==> config.mk <==
export PLATFORM = sky130hd
export DESIGN_NAME = mem_copy_engine
export DESIGN_NICKNAME = d
export VERILOG_FILES = /design/src/rtl/mem_copy_pkg.sv /design/src/rtl/mem_port_mux.sv /design/src/rtl/mem_copy_engine.sv
export SDC_FILE = /design/constraint.sdc
export NUM_CORES = 1
export LEC_CHECK = 0
export ABC_AREA = 1
export BUFFER_PORTS_ARGS = -buffer_cell sky130_fd_sc_hd__clkbuf_2
export CAP_MARGIN = 25
export CORE_MARGIN = 2
export CORE_UTILIZATION = 30
export DETAILED_ROUTE_END_ITERATION = 16
export PLACE_DENSITY = 0.61
export REMOVE_ABC_BUFFERS = 1
export SYNTH_ARGS = -nofsm -noshare
export SYNTH_HDL_FRONTEND = slang
export SYNTH_SLANG_ARGS = --single-unit
==> constraint.sdc <==
create_clock -name Clk -period 2.37 [get_ports Clk]
set_clock_uncertainty 0.05 [all_clocks]
set_input_delay 0.3555 -clock Clk [delete_from_list [all_inputs] [get_ports Clk]]
set_output_delay 0.3555 -clock Clk [all_outputs]
set_load 0.005 [all_outputs]
==> src/rtl/mem_copy_pkg.sv <==
// Shared types for the memory copy/fill engine: FSM states and command modes.
package mem_copy_pkg;

    typedef enum logic [2:0] {
        S_IDLE,
        S_RD,
        S_WR,
        S_FILL,
        S_DONE
    } state_t;

    typedef enum logic {
        COPY = 1'b0,
        FILL = 1'b1
    } mode_t;

endpackage

==> src/rtl/mem_port_mux.sv <==
// Combinational 2:1 selection of the data-memory port between the processor
// and the copy engine; the engine wins whenever it is busy.
module mem_port_mux #(
    parameter int W = 8,
    parameter int A = 8
) (
    input  logic         sel_engine,
    input  logic [A-1:0] cpu_addr,
    input  logic         cpu_we,
    input  logic [W-1:0] cpu_data,
    input  logic [A-1:0] eng_addr,
    input  logic         eng_we,
    input  logic [W-1:0] eng_data,
    output logic [A-1:0] mem_addr,
    output logic         mem_we,
    output logic [W-1:0] mem_data
);

    always_comb begin
        mem_addr = cpu_addr;
        mem_we   = cpu_we;
        mem_data = cpu_data;
        if (sel_engine) begin
            mem_addr = eng_addr;
            mem_we   = eng_we;
            mem_data = eng_data;
        end
    end

endmodule

==> src/rtl/mem_copy_engine.sv <==
// Block copy / fill engine sitting in front of the single-port data memory.
// Copies one byte every two cycles (read then write) or fills one byte per cycle.
module mem_copy_engine
    import mem_copy_pkg::*;
#(
    parameter int W = 8,
    parameter int A = 8
) (
    input  logic         Clk,
    input  logic         Reset_n,
    input  logic         Start,
    input  logic         Mode,
    input  logic [A-1:0] SrcAddr,
    input  logic [A-1:0] DstAddr,
    input  logic [A-1:0] Len,
    input  logic [W-1:0] FillVal,
    input  logic [A-1:0] CpuAddr,
    input  logic         CpuWriteEn,
    input  logic [W-1:0] CpuDataIn,
    output logic [W-1:0] CpuDataOut,
    output logic [A-1:0] MemAddr,
    output logic         MemWriteEn,
    output logic [W-1:0] MemDataIn,
    input  logic [W-1:0] MemDataOut,
    output logic         Busy,
    output logic         Done
);

    state_t       state_q, state_d;
    mode_t        mode_q, mode_d;
    logic [A-1:0] src_q, src_d;
    logic [A-1:0] dst_q, dst_d;
    logic [A-1:0] len_q, len_d;
    logic [W-1:0] fill_q, fill_d;
    logic [A-1:0] i_q, i_d;
    logic [W-1:0] buf_q, buf_d;

    logic [A-1:0] eng_addr;
    logic         eng_we;
    logic [W-1:0] eng_data;
    logic         busy;
    logic         done;

    always_ff @(posedge Clk or negedge Reset_n) begin
        if (!Reset_n) begin
            state_q <= S_IDLE;
            mode_q  <= COPY;
            src_q   <= '0;
            dst_q   <= '0;
            len_q   <= '0;
            fill_q  <= '0;
            i_q     <= '0;
            buf_q   <= '0;
        end else begin
            state_q <= state_d;
            mode_q  <= mode_d;
            src_q   <= src_d;
            dst_q   <= dst_d;
            len_q   <= len_d;
            fill_q  <= fill_d;
            i_q     <= i_d;
            buf_q   <= buf_d;
        end
    end

    always_comb begin
        state_d  = state_q;
        mode_d   = mode_q;
        src_d    = src_q;
        dst_d    = dst_q;
        len_d    = len_q;
        fill_d   = fill_q;
        i_d      = i_q;
        buf_d    = buf_q;
        eng_addr = dst_q + i_q;
        eng_we   = 1'b0;
        eng_data = (mode_q == FILL) ? fill_q : buf_q;
        busy     = 1'b0;
        done     = 1'b0;

        case (state_q)
            S_IDLE: begin
                if (Start) begin
                    mode_d = mode_t'(Mode);
                    src_d  = SrcAddr;
                    dst_d  = DstAddr;
                    len_d  = Len;
                    fill_d = FillVal;
                    i_d    = '0;
                    if (Len == '0)
                        state_d = S_DONE;
                    else if (mode_t'(Mode) == FILL)
                        state_d = S_FILL;
                    else
                        state_d = S_RD;
                end
            end
            S_RD: begin
                busy     = 1'b1;
                eng_addr = src_q + i_q;
                buf_d    = MemDataOut;
                state_d  = S_WR;
            end
            S_WR: begin
                busy   = 1'b1;
                eng_we = 1'b1;
                i_d    = i_q + 1'b1;
                state_d = (i_q + 1'b1 == len_q) ? S_DONE : S_RD;
            end
            S_FILL: begin
                busy   = 1'b1;
                eng_we = 1'b1;
                i_d    = i_q + 1'b1;
                state_d = (i_q + 1'b1 == len_q) ? S_DONE : S_FILL;
            end
            S_DONE: begin
                done    = 1'b1;
                state_d = S_IDLE;
            end
            default: state_d = S_IDLE;
        endcase
    end

    mem_port_mux #(
        .W(W),
        .A(A)
    ) u_port_mux (
        .sel_engine (busy),
        .cpu_addr   (CpuAddr),
        .cpu_we     (CpuWriteEn),
        .cpu_data   (CpuDataIn),
        .eng_addr   (eng_addr),
        .eng_we     (eng_we),
        .eng_data   (eng_data),
        .mem_addr   (MemAddr),
        .mem_we     (MemWriteEn),
        .mem_data   (MemDataIn)
    );

    assign CpuDataOut = MemDataOut;
    assign Busy       = busy;
    assign Done       = done;

endmodule

After elaboration in Yosys (flattened, before gate mapping):

Cells that the tools add are included.

* memories: 0
* register bits: 52
* output and inout bits: 27
* latch bits: 0
* word-level logic and storage cells: 40
* input bits: 61
* memory bits (read-only): 0
* memory bits (writable): 0

* div/mod/pow operators: 0
* eq/ne operators: 6
* multiplexer cells: 16
* add/subtract/negate cells: 3
* multipliers: 0
* $lt $le $gt $ge: 0
* shifts and indexed selects: 0
* reductions and logical operators: 7
* bitwise operators: 0

Operators with widths (count)
* 8-bit two-way mux: 5
* 8-bit adder: 2
* 8-bit one-hot mux with 2 select lines: 1
* 3-bit two-way mux: 4
* 3-bit one-hot mux with 4 select lines: 1
* 8-bit by 1-bit adder with 8-bit output, second input constant: 1
* 8-bit == test: 1
* 8-bit logical NOT: 1
* 3-bit by 2-bit == test with 1-bit output, second input constant: 2
* 1-bit two-way mux: 4
* 2-bit AND reduction: 2
* 3-bit by 1-bit == test with 1-bit output, second input constant: 1
* 3-bit == test, second input constant: 1
* 3-bit logical NOT: 1
* 3-bit OR reduction: 1
* 2-bit two-way mux: 1
* 2-bit != test, second input constant: 1
* 2-bit nonzero test: 1
* 2-bit OR reduction: 1

Depth between registers and ports, before layout:

* depth in word-level cells: 4
* depth in mapped cells: 15
* gate-level depth less buffers: 14

Cells and area by module:

Synthesis repeated with hierarchy kept, for this count alone.

* cells, all modules: 379
* area total of the unflattened synthesis: 3106.7 um2

Modules (own cells, without submodules)
* mem_copy_engine: area an instance 2851.5 um2, cells an instance 324, times used 1
* mem_port_mux: area an instance 255.2 um2, cells an instance 55, times used 1

Least setup slack after synthesis:

No wires, ideal clock.

* path type: flip-flop to output port
* from: register state_q[2]
* to: output port MemAddr[6]
* path buffers: 1
* data arrival time: 2.233 ns
* slack: -0.268 ns
* cell stages (with the launch flop): 16
* required time: 1.964 ns
* cell sequence: dfrtp_1 > inv_2 > nand3_4 > inv_1 > buf_2 > nand2_1 > nand2_1 > ha_1 > fa_1 > nand3_1 > nand3_1 > nand2_1 > nand2_1 > a21oi_1 > xor2_1 > o21ai_0

* word-level cells in the longest chain between the ends: 4
* elaborated cells on any way between the ends: 7
* classes of those cells: eq/ne (3); mux (3); reduce/logical (1)

RTL lines
* start: declaration: line mem_copy_engine.sv:29 `state_t state_q, state_d;`
* start signal: assignment: line mem_copy_engine.sv:55 `state_q <= state_d;`
* 3-bit by 2-bit == test with 1-bit output / 3-bit by 1-bit == test with 1-bit output (equally long branches): line mem_copy_engine.sv:81 `case (state_q)`
* 3-bit OR reduction (no line)
* 1-bit two-way mux: line mem_copy_engine.sv:81
* 8-bit two-way mux *: line mem_port_mux.sv:23 `if (sel_engine) begin`
* end: declaration: line mem_copy_engine.sv:21 `output logic [A-1:0] MemAddr,`

Mark *: on every way between the ends. The rest lies on a longest branch, timed or not.

Final worst setup path:

Same ends and word-level chain as after synthesis.

==> impl_metrics.toml <==
[logic_synthesis]
yosysTopAreaCell = "dfrtp_1"
yosys-top-cells-area = "dfrtp_1, nand2_1, mux2_2, inv_1, o21ai_0"
muxShareOfSynthArea_pct = 7.00
syn_area_per_cell_sq_um = 7.68
synth_xor_area_share_pct = 1.72
synthDistinctLibCells = 28
ys.warnings.count = 0
synthAdderAreaFrac_pct = 3.93
ys_seq_elements = 52
synth_top_area_share_pct = 42.6
netlist_instances = 398
synth_area_sq_um = 3060
synth_top_family_by_area = "simple AND/OR/NAND/NOR gates"
synth_simple_gate_area_share_pct = 27.0
synth_compound_area_share_pct = 9.34
yosysSeqAreaShare_pct = 42.6

[placement]
port_buffers = 87
gp_congestion = 0.850
dp_hpwl_microns = 6370
dp.cells = 621

[final_layout]
fin_nets = 572
drive_above_1_share_pct = 34.6
layout.cells.non_filler = 636
n_antenna_cell = 0
area_delta_synth_final_pct = 30.2

[clocking]
cts_tree = "built"
clockBufferDepth = 2
cts_inserted_buffers = 5
clkTransAtPathRegs_ns = 0.09
h-tree-depth = 2
clock_latency_ns = 0.30
cts.sinks = 52
cts-root-buf = "clkbuf_8"

[timing]
fin_tns_setup_ns = -1.72
hold_viol = 0
slew_headroom_pct = 52.5
drv_slew = 0
finalCritPeriodShare_pct = 117
whs_ns = 0.217
fin_crit_ns = 2.76
fmax_mhz = 362
worst_slack_ns = -0.394
tightestPinTransition_ns = 0.706
rsz0062_at_grt = "true"
setup_viol = 6

[worst_setup_path]
start_kind = "flip-flop"
critPathMaxStageDelay_ns = 0.39
r2r_end = "state_q[0]"
ff2ff_path_depth = 12
crit_chain = "inv_2 -> nand3_4 -> nand2_1 -> nand2_1 -> ha_2 -> fa_2 -> nand3_2 -> nand3_2 -> nand2_2 -> nand2_2 -> a21oi_2 -> xor2_1 -> o21ai_1 -> clkbuf_2"
r2r_start = "i_q[1]"
slowest_stage = "dfrtp_1"
end_kind = "output pin"
worstPathArrival_ns = 2.36
critPathKind = "flip-flop to output pin"
r2r_slack_ns = 0.44
worstPathMaxFanout = 5
crit_required_ns = 1.96

[floorplanning]
coreArea_sq_um = 9820
die_h_microns = 105
die_area_sq_um = 11000
io_pins = 88
die_w_microns = 105
rows = 36
start_util_pct = 31.1

[worst_hold_path]
hold_end = "buf_q[2]"
hp-class = "input pin to flip-flop"
min_from = "MemDataOut[2]"
holdPathStages = 3

[global_routing]
grt_pass1_vias = 2768
grt_max_degree = 25
antenna_found_initial = 0
grt_use_total_pct = 15.3
globalRoute.totalOverflow = 0
grt_pass1_wl_microns = 13500

[detailed_routing]
detail_route.wl_per_cell_microns = 12.9
dr.pass1.iters = 4
ant_nets = 0
vias = 2906
drt_wl_total_microns = 8220
drt_iter0_drc = 168
vias_per_cell = 4.57
drcViolationCount = 0

[job]
cap_violations = 0

[status]
status = "finished with violations"
violations = "setup timing"

[pwr]
p_leak_nw = 2.08
powerDensity_nw_per_um2 = 1420
power.total_mw = 5.66
ir_worst_vdd_uv = 465
[metrics by stage]
step | cell area, sq um | setup WS [ns] | utilization [%]
2_1_floorplan | 2940 | -0.276 | -
3_3_place_gp | 3730 | -0.188 | 38.0
3_5_place_dp | 3730 | -0.258 | 38.0
4_1_cts | 3970 | -0.423 | 40.4
5_1_grt | 3980 | -0.582 | 40.5
6_report | 3980 | -0.394 | 40.5
[sequential cells by signal, indices dropped and copies added, names as in the netlist]
| signal | count |
|---|---|
| fill_q | 8 |
| len_q | 8 |
| i_q | 8 |
| src_q | 8 |
| state_q | 3 |
| buf_q | 8 |
| dst_q | 8 |
| mode_q | 1 |
[synthesized netlist by cell type]
cell type and n:
buf_4 8, mux2_2 17, a21oi_1 21, nor2_2 3, nand3_4 1, buf_2 8, o21ai_2 1, ha_1 8
nand3b_1 3, nor2_1 29, inv_1 36, o21ai_1 3, nor2_4 1, clkbuf_1 4, o22ai_1 2, dfrtp_1 52
xnor2_1 2, o21ai_0 27, xor2_1 4, nand3_1 19, nand2_1 139, a21oi_2 1, nor4_1 2, nand3_2 1
fa_1 1, mux2_1 2, nand4_1 1, inv_2 2
[critical path: cells and delay by family (launching register included)]
kind,cells,cell delay (ns)
adder cells (fa/ha/maj),2,0.53
AND/OR/NAND/NOR,7,0.55
AO/OA/AOI/OAI,2,0.21
XOR/XNOR,1,0.19
buffers and inverters,2,0.19
flip-flops,1,0.39
[final cells by class]
class,count,area (sq um)
clock buffers,8,90.1
inverters,38,143
well taps,133,166
multi-input cells,288,1590
fillers,1032,5840
flip-flops and latches,52,1300
repair buffers,117,687
[power by group]
group / internal (mW) / switching [mW] / total (mW)
sequential: 1.31 / 0.305 / 1.61
clock: 0.239 / 0.277 / 0.515
combinational: 1.65 / 1.88 / 3.54
[how the worst max path moves through the flow]
stage               startpoint          to  slack (ns)  cells after the start
CTS                 state_q[2]  MemAddr[6]       -0.42                     14
global route        state_q[2]  MemAddr[6]       -0.58                     15
global placement    state_q[0]  MemAddr[6]       -0.19                     14
floorplan           state_q[2]  MemAddr[6]       -0.28                     14
detailed placement  state_q[2]  MemAddr[6]       -0.26                     14
finish              state_q[2]  MemAddr[6]       -0.39                     14
[repair_timing]
action                                  CTS  global route
resized for setup                        29             5
endpoints found under the hold margin    19             0
cloned                                    0             0
endpoints found under the setup margin    7             7
pin swaps                                16             8
hold buffers                              1             0
buffers inserted                          7             0
[layout by cell type (no fill, tap or decap), drive strengths merged, types with 3 or more instances in the layout]
master,netlist,layout
nand2,139,139
clkbuf,4,93
dfrtp,52,52
inv,38,38
nor2,33,33
buf,16,31
o21ai,31,31
a21oi,22,22
nand3,21,21
mux2,19,19
ha,8,8
xor2,4,4
nand3b,3,3
[kinds of logic (layout without fill, tap and decap cells)]
| group | Yosys count | after routing |
|---|---|---|
| buffers and inverters | 58 | 163 |
| multiplexers | 19 | 19 |
| XOR/XNOR | 6 | 6 |
| adder cells (fa/ha/maj) | 9 | 9 |
| AND/OR/NAND/NOR | 199 | 199 |
| flip-flops | 52 | 52 |
| AO/OA/AOI/OAI | 55 | 55 |
[layer usage]
metal | GRT usage (%) | vias to the layer above | share of wire [%]
met5 | 0 | - | 0
met2 | 23.7 | 86 | 45
met4 | 4.10 | 0 | 1.3
met3 | 2.50 | 8 | 5.4
li1 | - | 1469 | -
met1 | 22.1 | 1343 | 48
(Power assumes the default switching activity.)
